$ cat src/rtl/alioth_mem_arb_pkg.sv
// Shared definitions for the alioth two-requester memory arbiter:
// FSM state encoding and requester index constants.
package alioth_mem_arb_pkg;

   // Arbiter FSM states.
   typedef enum logic [1:0] {
      ARB_IDLE = 2'd0,
      ARB_REQ  = 2'd1,
      ARB_RSP  = 2'd2
   } arb_state_t;

   // Requester indices. The owner and last-grant bits hold one of these.
   localparam logic ARB_M0 = 1'b0;
   localparam logic ARB_M1 = 1'b1;

   // Map a one-hot grant vector to a requester index.
   function automatic logic grant_index(input logic [1:0] grant);
      return grant[1] ? ARB_M1 : ARB_M0;
   endfunction

endpackage

$ cat src/rtl/alioth_rr_pick2.sv
// Combinational two-way round-robin picker. When both requesters are
// valid, the one that was not granted last time wins.
module alioth_rr_pick2
   import alioth_mem_arb_pkg::*;
(
   input  logic [1:0] valid,
   input  logic       last,
   output logic [1:0] grant
);

   // One-hot grant: a lone requester always wins; a tie goes to the non-last one.
   always_comb begin
      grant = 2'b00;
      if (valid[0] && valid[1]) begin
         if (last == ARB_M1) begin
            grant[0] = 1'b1;
         end else begin
            grant[1] = 1'b1;
         end
      end else begin
         grant = valid;
      end
   end

endmodule

$ cat src/rtl/alioth_mem_arb.sv
// Two-requester memory arbiter. Grants m0 (instruction fetch) or m1
// (load/store) round-robin, keeps a single transaction in flight through
// the downstream request/response handshake, and routes the response
// back to the requester that owns it.
module alioth_mem_arb
   import alioth_mem_arb_pkg::*;
#(
   parameter int ADDR_W = 32,
   parameter int DATA_W = 32
)
(
   input  logic                clk,
   input  logic                rst,

   input  logic                m0_req_valid,
   output logic                m0_req_ready,
   input  logic [ADDR_W-1:0]   m0_req_addr,
   input  logic                m0_req_we,
   input  logic [DATA_W-1:0]   m0_req_wdata,
   input  logic [DATA_W/8-1:0] m0_req_wstrb,
   output logic                m0_rsp_valid,
   output logic [DATA_W-1:0]   m0_rsp_rdata,

   input  logic                m1_req_valid,
   output logic                m1_req_ready,
   input  logic [ADDR_W-1:0]   m1_req_addr,
   input  logic                m1_req_we,
   input  logic [DATA_W-1:0]   m1_req_wdata,
   input  logic [DATA_W/8-1:0] m1_req_wstrb,
   output logic                m1_rsp_valid,
   output logic [DATA_W-1:0]   m1_rsp_rdata,

   output logic                mem_req_valid,
   input  logic                mem_req_ready,
   output logic [ADDR_W-1:0]   mem_req_addr,
   output logic                mem_req_we,
   output logic [DATA_W-1:0]   mem_req_wdata,
   output logic [DATA_W/8-1:0] mem_req_wstrb,
   input  logic                mem_rsp_valid,
   input  logic [DATA_W-1:0]   mem_rsp_rdata
);

   localparam int STRB_W = DATA_W / 8;

   arb_state_t          state_reg;
   arb_state_t          state_next;
   logic                owner_reg;
   logic                last_reg;
   logic [ADDR_W-1:0]   addr_reg;
   logic                we_reg;
   logic [DATA_W-1:0]   wdata_reg;
   logic [STRB_W-1:0]   wstrb_reg;

   logic [1:0]          req_valid;
   logic [1:0]          grant;
   logic                grant_fire;
   logic                rsp_fire;

   logic [1:0]          rsp_valid_reg;
   logic [DATA_W-1:0]   rsp_rdata_reg [2];

   assign req_valid = {m1_req_valid, m0_req_valid};

   alioth_rr_pick2 u_pick (
      .valid (req_valid),
      .last  (last_reg),
      .grant (grant)
   );

   // State register; reset aborts any transaction in flight.
   always_ff @(posedge clk or posedge rst) begin
      if (rst) begin
         state_reg <= ARB_IDLE;
      end else begin
         state_reg <= state_next;
      end
   end

   // Next-state and handshake decode. Responses outside RSP are ignored.
   always_comb begin
      state_next    = state_reg;
      grant_fire    = 1'b0;
      rsp_fire      = 1'b0;
      mem_req_valid = 1'b0;
      case (state_reg)
         ARB_IDLE: begin
            if (|grant) begin
               grant_fire = 1'b1;
               state_next = ARB_REQ;
            end
         end
         ARB_REQ: begin
            mem_req_valid = 1'b1;
            if (mem_req_ready) begin
               state_next = ARB_RSP;
            end
         end
         ARB_RSP: begin
            if (mem_rsp_valid) begin
               rsp_fire   = 1'b1;
               state_next = ARB_IDLE;
            end
         end
         default: begin
            state_next = ARB_IDLE;
         end
      endcase
   end

   // Ready is masked while reset is held so every output reads 0 during reset,
   // even though the FSM sits in IDLE with requesters possibly still valid.
   assign m0_req_ready = grant_fire & grant[0] & ~rst;
   assign m1_req_ready = grant_fire & grant[1] & ~rst;

   // Capture the granted request and record ownership / round-robin history.
   always_ff @(posedge clk or posedge rst) begin
      if (rst) begin
         owner_reg <= ARB_M0;
         last_reg  <= ARB_M1;
         addr_reg  <= '0;
         we_reg    <= 1'b0;
         wdata_reg <= '0;
         wstrb_reg <= '0;
      end else if (grant_fire) begin
         owner_reg <= grant_index(grant);
         last_reg  <= grant_index(grant);
         addr_reg  <= grant[1] ? m1_req_addr  : m0_req_addr;
         we_reg    <= grant[1] ? m1_req_we    : m0_req_we;
         wdata_reg <= grant[1] ? m1_req_wdata : m0_req_wdata;
         wstrb_reg <= grant[1] ? m1_req_wstrb : m0_req_wstrb;
      end
   end

   assign mem_req_addr  = addr_reg;
   assign mem_req_we    = we_reg;
   assign mem_req_wdata = wdata_reg;
   assign mem_req_wstrb = wstrb_reg;

   // Per-requester response registers: one-cycle valid pulse, data held
   // until the next response to the same requester.
   for (genvar gi = 0; gi < 2; gi++) begin : g_rsp
      localparam logic IDX = (gi == 1) ? ARB_M1 : ARB_M0;

      // Pulse valid and load read data (zero for writes) for the owner only.
      always_ff @(posedge clk or posedge rst) begin
         if (rst) begin
            rsp_valid_reg[gi] <= 1'b0;
            rsp_rdata_reg[gi] <= '0;
         end else begin
            rsp_valid_reg[gi] <= rsp_fire && (owner_reg == IDX);
            if (rsp_fire && (owner_reg == IDX)) begin
               rsp_rdata_reg[gi] <= we_reg ? '0 : mem_rsp_rdata;
            end
         end
      end
   end

   assign m0_rsp_valid = rsp_valid_reg[0];
   assign m1_rsp_valid = rsp_valid_reg[1];
   assign m0_rsp_rdata = rsp_rdata_reg[0];
   assign m1_rsp_rdata = rsp_rdata_reg[1];

endmodule

$ cat config.mk
export PLATFORM = sky130hd
export DESIGN_NAME = alioth_mem_arb
export DESIGN_NICKNAME = d
export VERILOG_FILES = /design/src/rtl/alioth_mem_arb_pkg.sv /design/src/rtl/alioth_rr_pick2.sv /design/src/rtl/alioth_mem_arb.sv
export SDC_FILE = /design/constraint.sdc
export NUM_CORES = 1
export LEC_CHECK = 0
export ABC_AREA = 0
export CAP_MARGIN = 5
export CORE_MARGIN = 1
export CORE_UTILIZATION = 39
export CTS_BUF_LIST = sky130_fd_sc_hd__clkbuf_8 sky130_fd_sc_hd__clkbuf_16
export CTS_CLUSTER_SIZE = 24
export DETAILED_ROUTE_END_ITERATION = 8
export HOLD_SLACK_MARGIN = 0.02
export PLACE_DENSITY = 0.88
export SYNTH_ARGS = -nofsm -noshare
export SYNTH_HDL_FRONTEND = slang
export SYNTH_SLANG_ARGS = --single-unit
$ cat constraint.sdc
create_clock -name clk -period 19 [get_ports clk]
set_input_delay 5.7 -clock clk [delete_from_list [all_inputs] [get_ports clk]]
set_output_delay 5.7 -clock clk [all_outputs]
set_load 0.05 [all_outputs]
==> key figures <==
Die
  • Core area: 14700 um^2
  • Initial core utilization: 40.6%
  • Die footprint: 15800 um^2
  • Die Ht: 126 um
  • Die W: 126 um
  • IO Count: 314
  • Std-Cell Rows: 44

Worst setup path
  • R2R setup slack: 16.61 ns
  • CP endpoint kind: output pin
  • R2R Path Start: state_reg[1]
  • Worst EP arrival: 7.71 ns
  • CP Launch Type: input pin
  • Crit-path max FO: 60
  • CP Class: in -> out
  • Setup crit start: rst
  • Critical Path RT: 13.30 ns
  • Critical R2R Capture: mem_req_addr[22]
  • Reg2reg path depth: 4

Job
  • Max-Cap Viols: 0

Pwr
  • P_leak: 4.08 nW
  • Max VDD drop: 0.0000938 V
  • Cell Pwr Density: 196 nW/um^2

Placed design
  • # port buffers: 313
  • Post-DP HPWL: 13300 um
  • Post-placement setup slack: 5.55 ns
  • GP Congestion: 0.794

GRT
  • First-pass GRT wire length: 30900 um
  • Vias in the first global route: 6009
  • Global-route usage over all layers: 25.2%
  • Largest net degree at the start of global routing: 82
  • Grt ovf: 0
  • Initial antenna violation count: 0

Final layout
  • Nets: 1113
  • Syn-to-layout area delta: 63.2%
  • # diodes: 0
  • Layout cells sized above 1: 4.95%
  • Filler Cell Count: 1137

Synthesis
  • Most numerous cell in the Yosys netlist: nand2_1
  • Syn. warnings: 0
  • Synth Register Bits: 139
  • Mapped cell area: 5960 um^2
  • Post-synth net total: 829
  • EDFF count, synth: 0
  • Post-synth top area cell: dfrtp_1
  • Most used DFF post-synth: dfrtp_1
  • Yosys top cell area share: 57.9%
  • Syn Inst Count: 653
  • Distinct cells, synth: 25
  • Seq/Total Area, Yosys: 58.4%
  • Top cells by area, synth: dfrtp_1 58%, nand2_1 13%, a31oi_1 7.2%, a21oi_1 5.8%, o21ai_0 5.5%
  • Post-synth top cells: 204 x nand2_1, 138 x dfrtp_1, 69 x a21oi_1, 69 x a31oi_1, 65 x o21ai_0
  • Async set-reset flop share out of synthesis: 100%
  • Syn Area/Cell: 9.13 um^2

Status
  • Failing checks: design-rule violations
  • Outcome: finished with violations

STA
  • Max Slew Vio Count: 0
  • # setup viols final: 0
  • RSZ-0062 raised after global routing: false
  • FMAX: 74.6 MHz
  • Period utilization: 70.6%
  • Final hold viol count: 0
  • Clock Skew: 0.0101 ns
  • Slew @ Worst Pin: 1.02 ns
  • Slew margin rel.: 31.8%
  • Setup ws final: 5.59 ns
  • Fin Setup TNS: 0 ns
  • Final Hold Slack: 0.476 ns
  • Post-route minimum period: 13.41 ns

Clocking
  • Cts hold-fix bufs: 0
  • CTS Buffer Depth: 2
  • CTS tree: yes
  • Worst-path clk slew: 0.05 ns
  • Number of buffers inserted during clock tree synthesis: 17
  • Clk_lat worst skew: 0.41 ns
  • CTS root buffer: clkbuf_16
  • H-tree depth: 4
  • Clock Sinks: 139
  • Post-cts sizing count: 0
  • # Post-CTS Setup Buffers: 0

Drt
  • Antenna-violating nets left: 0
  • Vias: 5944
  • Post-DR wirelength/cell: 17.1 um
  • Iteration count of the initial detailed-routing pass: 9
  • Initial drt markers: 323
  • Vias/cell: 5.25
  • Routed WL: 19400 um
  • DRC errors left: 23

Hold path
  • Worst hold path depth: 2
  • Launch point of the worst hold path: m0_rsp_rdata[7]
  • Min-delay worst type: reg -> reg
  • Hold Path End: m0_rsp_rdata[7]
logic make-up after synthesis:
family / after synthesis / synth area share, %
AND/OR/NAND/NOR: 246 / 17.4
buffers and inverters: 60 / 5.02
flip-flops: 139 / 58.4
AO/OA/AOI/OAI: 208 / 19.3
critical path, stage by stage:
cell             delay [ns]
clkdlybuf4s50_1        0.52
inv_6                  0.44
and3_1                 0.24
clkdlybuf4s50_1        0.81
where the power goes:
group | switching, mW | internal (mW) | leakage [nW]
Clock | 0.129 | 0.210 | 0.285
Combinational | 0.718 | 0.343 | 2.09
Sequential | 0.0776 | 0.429 | 1.70
routing by layer:
metal	global-route usage [%]	routed length [um]
met5	0	0
met4	13.5	900
met2	42.1	9450
met3	7.77	1680
met1	28.9	7330
final cells by class:
type	instances	area, um^2	share of cell area, %
sequential	139	3480	35.8
inverter	4	20.0	0.206
multi-input combinational	454	2200	22.6
clock inverter	13	165	1.70
clock buffer	18	439	4.51
tap	184	230	2.37
timing repair buffer	321	3190	32.8
per-stage QoR:
step	util, %	total power, mW	instance area, um^2	cells
after CTS	66.2	1.92	9730	1133
final	66.2	1.91	9730	1133
after detailed placement	62.1	1.57	9130	1102
after global placement	62.1	1.54	9130	1102
after global routing	66.2	1.99	9730	1133
after floorplan	-	1.20	5960	653
cell usage in the layout (no fill, tap or decap):
cell,synthesis,routed
clkdlybuf4s50_1,0,313
clkinvlp_4,0,4
inv_1,4,3
inv_6,0,4
o21ai_0,65,65
a21bo_2,1,1
a21oi_1,69,69
clkinv_2,0,2
and3_1,1,1
dfrtp_1,138,138
clkbuf_16,0,17
nand4b_1,1,1
a21boi_4,0,1
or2_2,0,1
nand2_1,204,204
dfstp_2,1,1
nor2_4,0,1
a31oi_1,69,69
buf_4,1,8
and2_4,1,1
nand4bb_2,0,1
nor3_1,1,1
bufinv_16,0,3
a21o_1,1,1
nand2b_1,33,33
a22o_1,2,2
nor2b_1,2,2
clkbuf_8,0,1
clkinv_4,0,1
how the worst max path moves through the flow:
stage,end,slack (ns),cells after the start
global placement,m1_req_ready,5.56,4
floorplan,m1_req_ready,3.90,2
detailed placement,m1_req_ready,5.55,4
CTS,m1_req_ready,5.54,4
global route,m1_req_ready,5.45,4
finish,m1_req_ready,5.59,4
No activity file was read; power rests on OpenSTA's default activity.
